[config.mk]
export PLATFORM = sky130hd
export DESIGN_NAME = mux_32_1_flat
export DESIGN_NICKNAME = d
export VERILOG_FILES = /design/src/rtl/mux_32_1_if.sv /design/src/rtl/mux_32_1.sv /design/src/flat_wrapper.sv
export SDC_FILE = /design/constraint.sdc
export NUM_CORES = 1
export LEC_CHECK = 0
export CORE_AREA = 2 2 39 41
export DETAILED_ROUTE_END_ITERATION = 10
export DIE_AREA = 0 0 41 43
export GPL_ROUTABILITY_DRIVEN = 0
export MAX_ROUTING_LAYER = met4
export PLACE_DENSITY = 0.79
export RECOVER_POWER = 50
export SLEW_MARGIN = 40
export SYNTH_ARGS = -nofsm -noshare
export SYNTH_HDL_FRONTEND = slang
export SYNTH_SLANG_ARGS = --single-unit
[constraint.sdc]
create_clock -name vclk -period 4.1
set_clock_uncertainty 0.2 [all_clocks]
set_input_delay 0.82 -clock vclk [all_inputs]
set_output_delay 0.82 -clock vclk [all_outputs]
set_load 0.02 [all_outputs]
[src/rtl/mux_32_1_if.sv]
// Bus bundle for mux_32_1: data/select toward the mux, selected bit (comb and registered) back.
interface mux_32_1_if;
   logic [31:0] in;
   logic [4:0]  sel;
   logic        out;
   logic        out_q;

   modport master (output in, output sel, input out, input out_q);
   modport slave  (input in, input sel, output out, output out_q);
endinterface

[src/rtl/mux_32_1.sv]
// 32:1 single-bit mux built as a 5-level tree of 2:1 selectors, with an optional registered copy.
// Define MUX_32_1_OUT_REG_EN to register out_q; otherwise out_q mirrors out combinationally.
module mux_32_1 (
   input  logic      clk,
   input  logic      reset,
   mux_32_1_if.slave bus
);
   logic [15:0] w_l0;
   logic [7:0]  w_l1;
   logic [3:0]  w_l2;
   logic [1:0]  w_l3;
   logic        w_l4;

   // Level n uses sel[n]; a select bit of 1 picks the odd (upper) input.
   for (genvar k = 0; k < 16; k++) begin : g_l0
      assign w_l0[k] = bus.sel[0] ? bus.in[2*k+1] : bus.in[2*k];
   end
   for (genvar k = 0; k < 8; k++) begin : g_l1
      assign w_l1[k] = bus.sel[1] ? w_l0[2*k+1] : w_l0[2*k];
   end
   for (genvar k = 0; k < 4; k++) begin : g_l2
      assign w_l2[k] = bus.sel[2] ? w_l1[2*k+1] : w_l1[2*k];
   end
   for (genvar k = 0; k < 2; k++) begin : g_l3
      assign w_l3[k] = bus.sel[3] ? w_l2[2*k+1] : w_l2[2*k];
   end
   assign w_l4    = bus.sel[4] ? w_l3[1] : w_l3[0];

   assign bus.out = w_l4;

`ifdef MUX_32_1_OUT_REG_EN
   logic r_out_q;

   always_ff @(posedge clk) begin
      if (reset) r_out_q <= 1'b0;
      else       r_out_q <= w_l4;
   end

   assign bus.out_q = r_out_q;
`else
   // Clock and reset have no function in this build.
   logic w_unused;
   assign w_unused  = clk ^ reset;
   assign bus.out_q = w_l4;
`endif
endmodule

[src/flat_wrapper.sv]
// flat-port wrapper written by rule: the top's interface ports become plain ports
module mux_32_1_flat 
  (clk, reset, bus_in, bus_sel, bus_out, bus_out_q);
  mux_32_1_if bus_i ();
  input  logic clk;
  input  logic reset;
  input wire logic [$bits(bus_i.in)-1:0] bus_in;
  input wire logic [$bits(bus_i.sel)-1:0] bus_sel;
  output wire logic [$bits(bus_i.out)-1:0] bus_out;
  output wire logic [$bits(bus_i.out_q)-1:0] bus_out_q;
  assign bus_i.in = bus_in;
  assign bus_i.sel = bus_sel;
  assign bus_out = bus_i.out;
  assign bus_out_q = bus_i.out_q;
  mux_32_1 u_core (.clk(clk), .reset(reset), .bus(bus_i));
endmodule
==> flow_summary.yaml <==
min_path:
  hold_path.class: "input pin to output port"
  min-delay-start: "bus_in[4]"
  hold_end: "bus_out"
  hold_path_depth: 5
yosys:
  synth-simple-area-share: 0.214
  syn-cell-area_um2: 333
  synth_mux_area_frac: 0.481
  synth-seq-area-share: 0
  synthCells: 42
  synth_adder_area_share: 0
  synth_compound_area_frac: 0.188
  synth_cell_types: 16
  syn-num-nets: 81
  synth_warnings: 0
  syn_avg_cell_area_um2: 7.92
  synthXorXnorAreaFrac: 0
  synth_top_family_by_area: "multiplexers"
sta:
  setup_viol: 0
  finalCritPeriodShare: 0.934
  final_hold_viol_count: 0
  slew_headroom: 0.836
  whs_ns: 2.79
  worst_slew_pin_slew_ns: 0.245
  max_freq_mhz: 261
  rsz0062_at_grt: "false"
  slew_viol_final: 0
  setup_tns_ns: 0
  fin_crit_ns: 3.83
routing:
  drt_iter0_drc: 5
  vias_per_cell: 4.65
  drc: 0
  ant_nets: 0
  dr.pass1.iters: 4
  via_count: 446
  wl_per_cell_um: 11.3
  routed_wl_um: 1080
global_route:
  grt_max_degree: 11
  grt_pass1_vias: 444
  grt_pass1_wl_um: 1620
  antenna_found_initial: 0
  grt.total_usage: 0.126
  grt_remaining_overflow: 0
clocking:
  hold_buffers: 0
  cts_setup_buffers: 0
  cts_resized: 0
setup_path:
  arrival_ns: 2.81
  end_kind: "output port"
  startpoint: "bus_sel[0]"
  criticalPathCategory: "input pin to output port"
  critPathRequiredTime_ns: 3.08
  crit_fanout: 6
  start_kind: "input pin"
layout:
  diodes: 0
  nets: 121
  utilization: 0.520
  layout-drive-gt1-share: 0.0250
  finalNonFillerCells: 96
  clockBufferCount: 0
  ff_latch_area_um2: 0
  nFlopsAndLatches: 0
  areaGrowthSynthToFinish_pct: 116
  fillers: 146
floorplan:
  initial_core_util: 0.241
  dieArea_mm2: 0.00176
  die_w_um: 41
  pin_count: 41
  die_y_um: 43
  core_area_mm2: 0.00138
  num_rows: 14
power_and_ir_drop:
  finalPower_mw: 0.0734
  vdd_drop_max_v: 0.0000320
  power.density_mw_per_mm2: 102
  cellLeakagePower_nw: 0.304
outcome:
  status: "complete, no violations"
place:
  port_buffers: 39
  dp_cells: 96
flow_run:
  maxCapViolations: 0
-- how the worst max path moves through the flow --
| stage | endpoint | slack, ns | cells past startpoint |
|---|---|---|---|
| 2_1_floorplan | bus_out_q | 1.08 | 8 |
| 3_3_place_gp | bus_out | 0.28 | 8 |
| 3_5_place_dp | bus_out_q | 0.26 | 8 |
| 4_1_cts | bus_out_q | 0.25 | 8 |
| 5_1_grt | bus_out_q | 0.15 | 8 |
| 6_report | bus_out_q | 0.27 | 8 |
-- power breakdown --
part | switching (mW) | internal [mW]
combinational | 0.0239 | 0.0496
clock | 0 | 0
sequential | 0 | 0
-- metal layers --
layer	global-route usage	routed length (µm)	up-vias
li1	-	-	235
met1	0.146	429	191
met2	0.241	545	20
met3	0	109	0
met4	0	0	0
met5	-	0	-
-- cells in the final DEF (no fill, tap or decap), drive strengths merged --
master         synthesis  layout
nand2b                 1       1
mux2i                 16      16
nand2                  6       6
and2                   1       1
and2b                  1       1
a211oi                 1       1
buf                    3       2
nor2b                  1       1
nand3                  2       2
clkdlybuf4s50          0      39
nand4b                 1       1
a311o                  1       1
nor2                   1       1
a21oi                  3       3
a22oi                  4       4
-- worst max-delay path: stages --
cell             delay, ns
clkdlybuf4s50_1       0.48
buf_4                 0.17
mux2i_1               0.19
a22oi_1               0.11
nand4b_1              0.11
a21oi_1               0.04
a311o_1               0.34
clkdlybuf4s50_1       0.54
-- kinds of logic (layout without fill, tap and decap cells) --
logic type             Yosys count  in the layout
muxes                           16             16
AOI/OAI and AO/OA                9              9
and+or+nand+nor                 14             14
buffers and inverters            3             41
-- cell usage after synthesis --
| cell | n | share of area |
|---|---|---|
| mux2i_1 | 16 | 0.48 |
| and2_1 | 1 | 0.019 |
| buf_4 | 1 | 0.023 |
| a22oi_1 | 4 | 0.090 |
| a21oi_1 | 3 | 0.045 |
| nand2b_1 | 1 | 0.019 |
| nor2b_1 | 1 | 0.019 |
| buf_6 | 1 | 0.034 |
| a211oi_1 | 1 | 0.023 |
| nand4b_1 | 1 | 0.026 |
| nand2_1 | 6 | 0.068 |
| nor2_1 | 1 | 0.011 |
| nand3_1 | 2 | 0.030 |
| and2b_1 | 1 | 0.023 |
| a311o_1 | 1 | 0.030 |
| buf_12 | 1 | 0.060 |
-- stage by stage --
step,instance area (µm²),setup slack (ns)
4_1_cts,719,0.253
6_report,719,0.272
5_1_grt,719,0.151
3_5_place_dp,719,0.257
2_1_floorplan,333,1.08
3_3_place_gp,719,0.284
-- final cells by class --
class / instances / area, µm² / share of cell area
repair buffers: 41 / 405 / 0.563
well taps: 16 / 20.0 / 0.0278
multi-input cells: 39 / 294 / 0.409
Power figures use the tool's default switching activity.
